<file path="config.mk">
export PLATFORM = sky130hd
export DESIGN_NAME = cvspanwalk_flat
export DESIGN_NICKNAME = d
export VERILOG_FILES = /design/src/rtl/cv_pkg.sv /design/src/rtl/cvspanwalk_if.sv /design/src/rtl/cvxclip.sv /design/src/rtl/cvspanwalk.sv /design/src/flat_wrapper.sv
export SDC_FILE = /design/constraint.sdc
export NUM_CORES = 1
export LEC_CHECK = 0
export CORE_MARGIN = 2
export CORE_UTILIZATION = 40
export CTS_CLUSTER_SIZE = 10
export DETAILED_ROUTE_END_ITERATION = 12
export HOLD_SLACK_MARGIN = 0.12
export REMOVE_ABC_BUFFERS = 1
export SETUP_SLACK_MARGIN = 0.05
export SYNTH_ARGS = -nofsm -noshare
export SYNTH_HDL_FRONTEND = slang
export SYNTH_SLANG_ARGS = --single-unit
export TNS_END_PERCENT = 5
</file>
<file path="constraint.sdc">
create_clock -name gclk -period 4.8 [get_ports gclk]
set_input_delay 0.96 -clock gclk [delete_from_list [all_inputs] [get_ports gclk]]
set_output_delay 0.96 -clock gclk [all_outputs]
set_load 0.01 [all_outputs]
</file>
<file path="src/rtl/cv_pkg.sv">
// ============================================================================
//  Module  : cv_pkg
//  Brief   : Shared constants and walker state encoding for the cv pipeline.
//  Rev     : 1.0  initial release
// ============================================================================
`default_nettype none

package cv_pkg;

  localparam int CV_XW = 12;

  typedef enum logic {
    CVW_IDLE = 1'b0,
    CVW_WALK = 1'b1
  } cvw_state_e;

endpackage : cv_pkg

`default_nettype wire

</file>
<file path="src/rtl/cvspanwalk_if.sv">
// ============================================================================
//  Module  : cvspanwalk_if
//  Brief   : Span descriptor input and per-pixel output bundle of the walker.
//  Rev     : 1.0  initial release
// ============================================================================
`default_nettype none

interface cvspanwalk_if
  import cv_pkg::*;
#(
  parameter int XW = CV_XW
);

  logic          span_load;
  logic [XW-1:0] span_xstart;
  logic [XW-1:0] span_xend;
  logic          span_ltor;
  logic [XW-1:0] scis_xmin;
  logic [XW-1:0] scis_xmax;
  logic          span_ready;
  logic          new_span;
  logic          valid_pixel_m;
  logic [XW-1:0] pix_x;
  logic          pix_active;
  logic          span_done;

  modport master (
    output span_load, span_xstart, span_xend, span_ltor, scis_xmin, scis_xmax,
    input  span_ready, new_span, valid_pixel_m, pix_x, pix_active, span_done
  );

  modport slave (
    input  span_load, span_xstart, span_xend, span_ltor, scis_xmin, scis_xmax,
    output span_ready, new_span, valid_pixel_m, pix_x, pix_active, span_done
  );

endinterface : cvspanwalk_if

`default_nettype wire

</file>
<file path="src/rtl/cvxclip.sv">
// ============================================================================
//  Module  : cvxclip
//  Brief   : Combinational inclusive unsigned range test, xmin <= x <= xmax.
//  Rev     : 1.0  initial release
// ============================================================================
`default_nettype none

module cvxclip
  import cv_pkg::*;
#(
  parameter int XW = CV_XW
) (
  input  logic [XW-1:0] x,
  input  logic [XW-1:0] xmin,
  input  logic [XW-1:0] xmax,
  output logic          in_range
);

  // An inverted window (xmin > xmax) naturally yields 0 for every x.
  assign in_range = (x >= xmin) && (x <= xmax);

endmodule : cvxclip

`default_nettype wire

</file>
<file path="src/rtl/cvspanwalk.sv">
// ============================================================================
//  Module  : cvspanwalk
//  Brief   : Walks one span in X, one pixel per gclk, with scissor-valid flag.
//  Rev     : 1.0  initial release
// ============================================================================
`default_nettype none

module cvspanwalk
  import cv_pkg::*;
#(
  parameter int XW = CV_XW
) (
  input  logic         gclk,
  input  logic         reset,
  cvspanwalk_if.slave  bus
);

  localparam logic [XW-1:0] X_ONE = XW'(1);

  cvw_state_e    state_q, state_d;
  logic [XW-1:0] x_q, x_d;
  logic [XW-1:0] xend_q, xend_d;
  logic          ltor_q, ltor_d;
  logic          new_q, new_d;
  logic          done_q, done_d;
  logic          valid_q, valid_d;
  logic          ready_q, ready_d;

  logic          accept;
  logic          force_inv;
  logic          x_in;
  logic [XW:0]   len;
  logic [XW-1:0] x_step;

  // Next-state / next-output logic; the extra len bit flags a backwards span.
  always_comb begin
    state_d   = state_q;
    x_d       = x_q;
    xend_d    = xend_q;
    ltor_d    = ltor_q;
    new_d     = 1'b0;
    done_d    = 1'b0;
    force_inv = 1'b0;

    accept = bus.span_load & ready_q;
    len    = bus.span_ltor ? ({1'b0, bus.span_xend} - {1'b0, bus.span_xstart})
                           : ({1'b0, bus.span_xstart} - {1'b0, bus.span_xend});
    x_step = ltor_q ? (x_q + X_ONE) : (x_q - X_ONE);

    if (accept) begin
      state_d   = CVW_WALK;
      x_d       = bus.span_xstart;
      xend_d    = bus.span_xend;
      ltor_d    = bus.span_ltor;
      new_d     = 1'b1;
      done_d    = len[XW] | (len[XW-1:0] == '0);
      force_inv = len[XW];
    end else if (state_q == CVW_WALK && !done_q) begin
      x_d    = x_step;
      done_d = (x_step == xend_q);
    end else begin
      state_d = CVW_IDLE;
    end

    ready_d = (state_d == CVW_IDLE) | done_d;
  end

  cvxclip #(
    .XW (XW)
  ) u_xclip (
    .x        (x_d),
    .xmin     (bus.scis_xmin),
    .xmax     (bus.scis_xmax),
    .in_range (x_in)
  );

  always_comb begin
    valid_d = (state_d == CVW_WALK) & ~force_inv & x_in;
  end

  always_ff @(posedge gclk or negedge reset) begin
    if (!reset) begin
      state_q <= CVW_IDLE;
      x_q     <= '0;
      xend_q  <= '0;
      ltor_q  <= 1'b0;
      new_q   <= 1'b0;
      done_q  <= 1'b0;
      valid_q <= 1'b0;
      ready_q <= 1'b1;
    end else begin
      state_q <= state_d;
      x_q     <= x_d;
      xend_q  <= xend_d;
      ltor_q  <= ltor_d;
      new_q   <= new_d;
      done_q  <= done_d;
      valid_q <= valid_d;
      ready_q <= ready_d;
    end
  end

  assign bus.span_ready    = ready_q;
  assign bus.new_span      = new_q;
  assign bus.valid_pixel_m = valid_q;
  assign bus.pix_x         = x_q;
  assign bus.pix_active    = (state_q == CVW_WALK);
  assign bus.span_done     = done_q;

endmodule : cvspanwalk

`default_nettype wire

</file>
<file path="src/flat_wrapper.sv">
// flat-port wrapper written by rule: the top's interface ports become plain ports
module cvspanwalk_flat import cv_pkg::*;
#(
  parameter int XW = CV_XW
)
  (gclk, reset, bus_span_load, bus_span_xstart, bus_span_xend, bus_span_ltor, bus_scis_xmin, bus_scis_xmax, bus_span_ready, bus_new_span, bus_valid_pixel_m, bus_pix_x, bus_pix_active, bus_span_done);
  cvspanwalk_if #(.XW(XW)) bus_i ();
  input  logic gclk;
  input  logic reset;
  input wire logic [$bits(bus_i.span_load)-1:0] bus_span_load;
  input wire logic [$bits(bus_i.span_xstart)-1:0] bus_span_xstart;
  input wire logic [$bits(bus_i.span_xend)-1:0] bus_span_xend;
  input wire logic [$bits(bus_i.span_ltor)-1:0] bus_span_ltor;
  input wire logic [$bits(bus_i.scis_xmin)-1:0] bus_scis_xmin;
  input wire logic [$bits(bus_i.scis_xmax)-1:0] bus_scis_xmax;
  output wire logic [$bits(bus_i.span_ready)-1:0] bus_span_ready;
  output wire logic [$bits(bus_i.new_span)-1:0] bus_new_span;
  output wire logic [$bits(bus_i.valid_pixel_m)-1:0] bus_valid_pixel_m;
  output wire logic [$bits(bus_i.pix_x)-1:0] bus_pix_x;
  output wire logic [$bits(bus_i.pix_active)-1:0] bus_pix_active;
  output wire logic [$bits(bus_i.span_done)-1:0] bus_span_done;
  assign bus_i.span_load = bus_span_load;
  assign bus_i.span_xstart = bus_span_xstart;
  assign bus_i.span_xend = bus_span_xend;
  assign bus_i.span_ltor = bus_span_ltor;
  assign bus_i.scis_xmin = bus_scis_xmin;
  assign bus_i.scis_xmax = bus_scis_xmax;
  assign bus_span_ready = bus_i.span_ready;
  assign bus_new_span = bus_i.new_span;
  assign bus_valid_pixel_m = bus_i.valid_pixel_m;
  assign bus_pix_x = bus_i.pix_x;
  assign bus_pix_active = bus_i.pix_active;
  assign bus_span_done = bus_i.span_done;
  cvspanwalk #(.XW(XW)) u_core (.gclk(gclk), .reset(reset), .bus(bus_i));
endmodule
</file>
==> results of run 1 <==
-- sequential cells by signal, indices dropped and copies added, names as in the netlist --
name,count
u_core.bus.pix_x,12
u_core.ltor_q,1
u_core.bus.new_span,1
u_core.xend_q,12
u_core.bus.pix_active,1
u_core.bus.span_done,1
u_core.bus.valid_pixel_m,1
u_core.bus.span_ready,1
-- layer usage --
metal / wire length (µm) / share of wire, % / GRT usage (%) / vias up
met5: 0 / 0 / 0 / -
met4: 276 / 2.5 / 6.05 / 0
met3: 354 / 3.2 / 1.03 / 20
met2: 5060 / 46 / 35.4 / 93
met1: 5220 / 48 / 31.0 / 1716
li1: - / - / - / 1810
-- layout make-up --
cell class / instances / area, µm²
fill: 919 / 4550
sequential: 30 / 752
clock inverter: 1 / 5.00
tap: 129 / 161
inverter: 59 / 221
clock buffer: 7 / 86.3
multi-input combinational: 371 / 2780
timing repair buffer: 74 / 726
-- worst max-delay path, delay by kind of cell (launching register included) --
family / cells / cell delay [ns]
simple gates: 4 / 0.43
buf+inv: 1 / 0.35
flops: 1 / 0.44
fa+ha+maj: 2 / 0.72
xor+xnor: 1 / 0.13
compound gates: 10 / 1.87
-- worst min path at each step --
| stage | from | slack, ns | depth (start not counted) | to |
|---|---|---|---|---|
| 2_1_floorplan | u_core.xend_q[11]$_DFFE_PN0P_ | 0.46 | 2 | u_core.xend_q[11]$_DFFE_PN0P_ |
| 3_3_place_gp | u_core.xend_q[3]$_DFFE_PN0P_ | 0.50 | 2 | u_core.xend_q[3]$_DFFE_PN0P_ |
| 3_5_place_dp | u_core.xend_q[2]$_DFFE_PN0P_ | 0.51 | 2 | u_core.xend_q[2]$_DFFE_PN0P_ |
| 4_1_cts | u_core.xend_q[2]$_DFFE_PN0P_ | 0.52 | 2 | u_core.xend_q[2]$_DFFE_PN0P_ |
| 5_1_grt | u_core.xend_q[0]$_DFFE_PN0P_ | 0.55 | 2 | u_core.xend_q[0]$_DFFE_PN0P_ |
| 6_report | u_core.xend_q[2]$_DFFE_PN0P_ | 0.52 | 2 | u_core.xend_q[2]$_DFFE_PN0P_ |
-- metrics by stage --
stage / util [%] / cells
3_5_place_dp: 50.0 / 663
2_1_floorplan: - / 460
4_1_cts: 51.0 / 671
3_3_place_gp: 50.0 / 663
6_report: 51.0 / 671
5_1_grt: 51.0 / 671
-- kinds of logic after synthesis --
kind of cell,count (synthesis)
buffers and inverters,78
and+or+nand+nor,134
muxes,5
xor gates and xnor gates,29
AOI/OAI and AO/OA,142
DFF,30
adders and majority gates,61
-- power groups by stage --
stage | combinational, mW | sequential, mW | clock [mW]
after floorplan | 0.129 | 0.259 | 0
after global placement | 0.221 | 0.258 | 0
after detailed placement | 0.222 | 0.258 | 0
after CTS | 0.223 | 0.253 | 0.222
after global routing | 0.248 | 0.253 | 0.230
final | 0.223 | 0.254 | 0.217
-- layout by cell type (no fill, tap or decap), drive strengths merged, types with 2 or more instances in the layout --
| master | Yosys | layout |
|---|---|---|
| xnor3 | 3 | 3 |
| nand4 | 6 | 6 |
| a211oi | 5 | 5 |
| xor2 | 10 | 10 |
| a21oi | 26 | 26 |
| a32oi | 3 | 3 |
| dfrtp | 29 | 29 |
| nand3b | 2 | 2 |
| nor4 | 4 | 4 |
| clkbuf | 9 | 7 |
| a21o | 18 | 18 |
| ha | 58 | 58 |
| o2111ai | 4 | 4 |
| and2b | 2 | 2 |
| o21a | 4 | 4 |
| o22ai | 2 | 2 |
| o31a | 2 | 2 |
| a2111oi | 2 | 2 |
| and2 | 2 | 2 |
| o211ai | 7 | 7 |
| and3 | 4 | 4 |
| o21ai | 45 | 45 |
| nand3 | 8 | 8 |
| xnor2 | 15 | 15 |
| inv | 59 | 59 |
| nor3 | 11 | 11 |
| or3 | 2 | 2 |
| a31oi | 5 | 5 |
| nand2 | 51 | 51 |
| clkdlybuf4s50 | 0 | 68 |
| buf | 10 | 6 |
| fa | 3 | 3 |
| nor2 | 23 | 23 |
| mux2i | 4 | 4 |
| nand2b | 6 | 6 |
| o31ai | 3 | 3 |
| a211o | 4 | 4 |
| nor2b | 9 | 9 |
==> impl_metrics.yaml, run 1 <==
sta:
  worstMarginPinSlew_ns: 0.698
  setup_viol: 0
  finalSetupTns_ns: 0
  fin_skew_ns: 0.00505
  period_minus_slack_ns: 4.06
  finalHoldViolCount: 0
  holdWs_ns: 0.518
  max_freq_mhz: 246
  maxSlewViolCount: 0
  finalCritPeriodShare_pct: 84.6
  timing.final.ws_setup_ns: 0.741
  rsz0062_at_grt: "no"
  relSlewSlack_pct: 53.4
layout:
  diodes: 0
  final_area_mm2: 0.00473
  num-nets-final: 654
  syn_to_final_growth_pct: 22.7
  drive_above_1_share_pct: 5.17
setup_path:
  reg2reg_from: "u_core.ltor_q$_DFFE_PN0P_"
  cp_cell_sequence: "inv_1 > ha_1 > a21oi_2 > o31ai_4 > a211oi_1 > nor2_1 > xnor2_1 > o21ai_0 > nand2_1 > o21ai_0 > ha_1 > a21o_1 > a21o_1 > a21oi_1 > nand2b_1 > a21oi_1 > o21ai_0 > and3_1"
  startpoint_type: "flip-flop"
  worstPathArrival_ns: 4.23
  r2r_setup_slack_ns: 0.74
  critPathLaunch: "u_core.ltor_q$_DFFE_PN0P_"
  slowest_stage: "dfrtp_1"
  crit_path_end: "u_core.bus.valid_pixel_m$_DFF_PN0_"
  cp.required_ns: 4.97
  critPathKind: "reg2reg"
  ff2ff_path_depth: 18
  critPathMaxFanout: 13
  cpMostUsedCell: "o21ai_0"
  worstReg2RegEnd: "u_core.bus.valid_pixel_m$_DFF_PN0_"
  crit_path_end_kind: "flip-flop"
  critical_path.max_stage_delay_ns: 0.44
synth:
  synthXorXnorAreaFrac_pct: 8.05
  synth.distinct_cells: 71
  synthFlopType: "dfrtp_1"
  synthMuxAreaShare_pct: 1.33
  ys_ff_latch: 30
  ys_top_cells_by_count: "inv_1 (59), ha_1 (58), nand2_1 (51), o21ai_0 (43), dfrtp_1 (29)"
  synth_most_common_cell: "inv_1"
  syn_inst: 479
  synth_top_family_by_area: "compound AO/OA/AOI/OAI gates"
  yosys_warnings: 0
  yosys.area_share.simple_pct: 16.9
  yosysTopAreaCellShare_pct: 18.8
  synth_compound_area_share_pct: 25.4
  synthesis.area_mm2: 0.00386
  synth_edf_count: 0
  async_reset_ff_share_pct: 100
  synthTopCellsByArea: "dfrtp_1 (19%), ha_1 (19%), inv_1 (5.7%), o21ai_0 (5.6%), nand2_1 (5.0%)"
  synthAdderAreaFrac_pct: 20.4
  yosysTopAreaCell: "dfrtp_1"
  ys_seq_area_share_pct: 19.5
  syn_area_per_cell_um2: 8.05
clock_tree:
  ctsResizeCount: 0
  clk_path_buf_depth: 2
  postCtsSetupBuffers: 0
  clk_latency_ns: 0.28
  cts_tree: "yes"
  clk_pin_slew_ns: 0.07
  htreeDepth: 2
  cts_hold_buf: 0
  clockRootBuffer: "clkbuf_8"
  cts_buffers: 5
  cts.sinks: 30
grt:
  grt_start_max_net_pins: 38
  grt_use_total_pct: 21.6
  antenna_found_initial: 0
  gr-total-overflow: 0
  grt_first_pass_wirelength_mm: 17.7
  grt_pass1_vias: 3494
floorplan:
  ioPinCount: 69
  row_count: 35
  die_h_um: 102
  core-area_mm2: 0.00928
  initial_core_util_pct: 41.5
  die_area_mm2: 0.0104
  die_w_um: 102
route:
  dr.first_iter.drc_count: 185
  vias: 3639
  first_pass_iters: 4
  wl_mm: 10.9
  drtAntennaViolNets: 0
  drt-wirelength-per-cell_um: 16.3
  drcViolationCount: 0
  vias_per_cell: 5.42
flow_run:
  cap_violations: 0
power:
  p_per_area_mw_per_mm2: 147
  power.share.sequential_pct: 36.6
  combinationalPowerShare_pct: 32.1
  switchingPower_mw: 0.218
  vdd_drop_max_uv: 85.5
  leakage_nw: 2.29
  sw_frac_of_total_pct: 31.5
  pwr-share-clk_pct: 31.3
  finalPower_mw: 0.693
  internal_power_mw: 0.475
place:
  portBuffers: 68
  gp_congestion: 0.917
  place_area_mm2: 0.00464
  dp_worst_setup_slack_ns: 0.785
  place_hpwl_mm: 8.96
outcome:
  outcome: "complete, no violations"
hold_path:
  min_path_type: "reg2reg"
Power figures use the tool's default switching activity.
==> run 2, diff against run 1 <==
- clock period: 4.8 -> 4.13 ns (I/O delays scaled with it)
==> run 2 against run 1 <==
Net effect: critical path depth is the same; global-route usage down 0.25 points; die area stayed put; non-clock buffer count grew 1; clock power up 37%; sequential power up 16%; via count shrank 2.2%; core utilization grew 0.28 points; cell area rose by 0.56%; flip-flop and latch count is the same; critical path type unchanged.
==> impl_metrics.yaml, run 2 (synthesized netlist as in run 1, its figures left out) <==
route:
  drtAntennaViolNets: 0
  drcViolationCount: 0
  wl_mm: 10.8
  dr.first_iter.drc_count: 109
  drt-wirelength-per-cell_um: 16.0
  first_pass_iters: 4
  vias: 3560
  vias_per_cell: 5.30
layout:
  syn_to_final_growth_pct: 23.4
  num-nets-final: 655
  drive_above_1_share_pct: 5.52
  final_cell_mix: "clkdlybuf4s50_1 (68), inv_1 (58), ha_1 (58)"
  mostFrequentLayoutCell: "clkdlybuf4s50_1"
  diodes: 0
sta:
  period_minus_slack_ns: 3.78
  worstMarginPinSlew_ns: 0.678
  fin_skew_ns: 0.00786
  finalCritPeriodShare_pct: 91.6
  timing.final.ws_setup_ns: 0.346
  finalHoldViolCount: 0
  setup_viol: 0
  max_freq_mhz: 264
  relSlewSlack_pct: 54.7
  maxSlewViolCount: 0
  finalSetupTns_ns: 0
  rsz0062_at_grt: "no"
grt:
  antenna_found_initial: 0
  grt_start_max_net_pins: 31
  gr-total-overflow: 0
  grt_pass1_vias: 3447
  grt_first_pass_wirelength_mm: 17.3
  grt_use_total_pct: 21.3
floorplan:
  ioPinCount: 69
  initial_core_util_pct: 41.5
  die_w_um: 102
  die_area_mm2: 0.0104
  die_h_um: 102
  core-area_mm2: 0.00928
  row_count: 35
power:
  vdd_drop_max_uv: 177
  p_per_area_mw_per_mm2: 179
  leakage_nw: 2.29
clock_tree:
  clk_path_buf_depth: 2
  clk_latency_ns: 0.28
  cts_tree: "yes"
  clk_pin_slew_ns: 0.07
  clockRootBuffer: "clkbuf_8"
  cts_buffers: 5
  htreeDepth: 2
  cts_hold_buf: 0
  cts.sinks: 30
setup_path:
  cp.required_ns: 4.30
  critical_path.max_stage_delay_ns: 0.43
  worstPathArrival_ns: 3.96
  r2r_setup_slack_ns: 0.35
  cp_cell_sequence: "inv_2 > ha_1 > nand2_1 > o31ai_4 > a211oi_1 > nor2_1 > xnor2_1 > o21ai_0 > nand2_1 > o21ai_0 > ha_1 > a21o_1 > a21o_1 > a21oi_1 > nand2_1 > nand3_1 > o21ai_0 > and3_1"
  crit_family: "compound AO/OA/AOI/OAI gates"
  slowest_stage: "dfrtp_1"
  reg2reg_from: "u_core.ltor_q$_DFFE_PN0P_"
  critPathBufInv: 1
  startpoint_type: "flip-flop"
  crit_path_end_kind: "flip-flop"
  critPathMaxFanout: 6
  worstReg2RegEnd: "u_core.bus.valid_pixel_m$_DFF_PN0_"
  ff2ff_path_depth: 18
  critPathKind: "reg2reg"
hold_path:
  hold_path_end: "u_core.xend_q[10]$_DFFE_PN0P_"
  hold_depth: 2
  min_path_type: "reg2reg"
  min_from: "u_core.xend_q[10]$_DFFE_PN0P_"
outcome:
  outcome: "complete, no violations"
place:
  gp_congestion: 0.870
  dp_worst_setup_slack_ns: 0.226
  place_hpwl_mm: 9.09
  portBuffers: 68
flow_run:
  cap_violations: 0
==> run 2: layout make-up <==
| class | instances | area (µm²) |
|---|---|---|
| clock buffer | 6 | 72.6 |
| clock inverter | 2 | 37.5 |
| fill | 924 | 4530 |
| inverter | 59 | 221 |
| multi-input combinational | 371 | 2780 |
| sequential | 30 | 752 |
| tap | 129 | 161 |
| timing repair buffer | 75 | 733 |
==> run 2: per-layer routing <==
layer	global-route usage, %	part of all wire, %	up-vias
li1	-	-	1817
met3	1.09	2.1	10
met5	0	0	-
met1	30.0	48	1682
met2	36.3	49	51
met4	4.41	1.3	0
==> run 2: how the worst max path moves through the flow <==
| stage | cells past startpoint | from | endpoint | slack [ns] |
|---|---|---|---|---|
| final | 18 | u_core.ltor_q$_DFFE_PN0P_ | u_core.bus.valid_pixel_m$_DFF_PN0_ | 0.35 |
| after global routing | 18 | u_core.ltor_q$_DFFE_PN0P_ | u_core.bus.valid_pixel_m$_DFF_PN0_ | 0.1 |
| after CTS | 18 | u_core.ltor_q$_DFFE_PN0P_ | u_core.bus.valid_pixel_m$_DFF_PN0_ | 0.20 |
| after detailed placement | 18 | u_core.ltor_q$_DFFE_PN0P_ | u_core.bus.valid_pixel_m$_DFF_PN0_ | 0.23 |
| after global placement | 18 | u_core.ltor_q$_DFFE_PN0P_ | u_core.bus.valid_pixel_m$_DFF_PN0_ | 0.23 |
| after floorplan | 18 | u_core.ltor_q$_DFFE_PN0P_ | u_core.bus.valid_pixel_m$_DFF_PN0_ | 0.65 |
==> run 2: power by group <==
part | internal (mW) | total [mW] | switching, mW | leakage, nW
logic | 0.123 | 0.259 | 0.136 | 1.85
registers | 0.294 | 0.295 | 0.000385 | 0.384
clock network | 0.180 | 0.297 | 0.117 | 0.0514
==> run 2: what timing repair did <==
item | 4_1_cts | 5_1_grt
endpoints found under the setup margin | 0 | 1
endpoints found under the hold margin | 0 | 0
buffers inserted | 0 | 0
resized for setup | 0 | 2
==> run 2: worst reg2reg max path: cells and delay by family, from the launching register on <==
kind | cells | cell delay [ns]
adder cells (fa/ha/maj) | 2 | 0.73
flip-flops | 1 | 0.43
buffers and inverters | 1 | 0.12
AND/OR/NAND/NOR | 6 | 0.82
AO/OA/AOI/OAI | 8 | 1.49
XOR/XNOR | 1 | 0.09
==> run 2: through the flow <==
stage	hold WS, ns	instance area, µm²	util [%]	total power [mW]	instances
3_3_place_gp	0.488	4650	50.1	0.558	664
2_1_floorplan	0.461	3750	-	0.451	460
5_1_grt	0.537	4760	51.2	0.898	672
4_1_cts	0.516	4760	51.2	0.856	672
3_5_place_dp	0.500	4650	50.1	0.558	664
6_report	0.518	4760	51.2	0.851	672
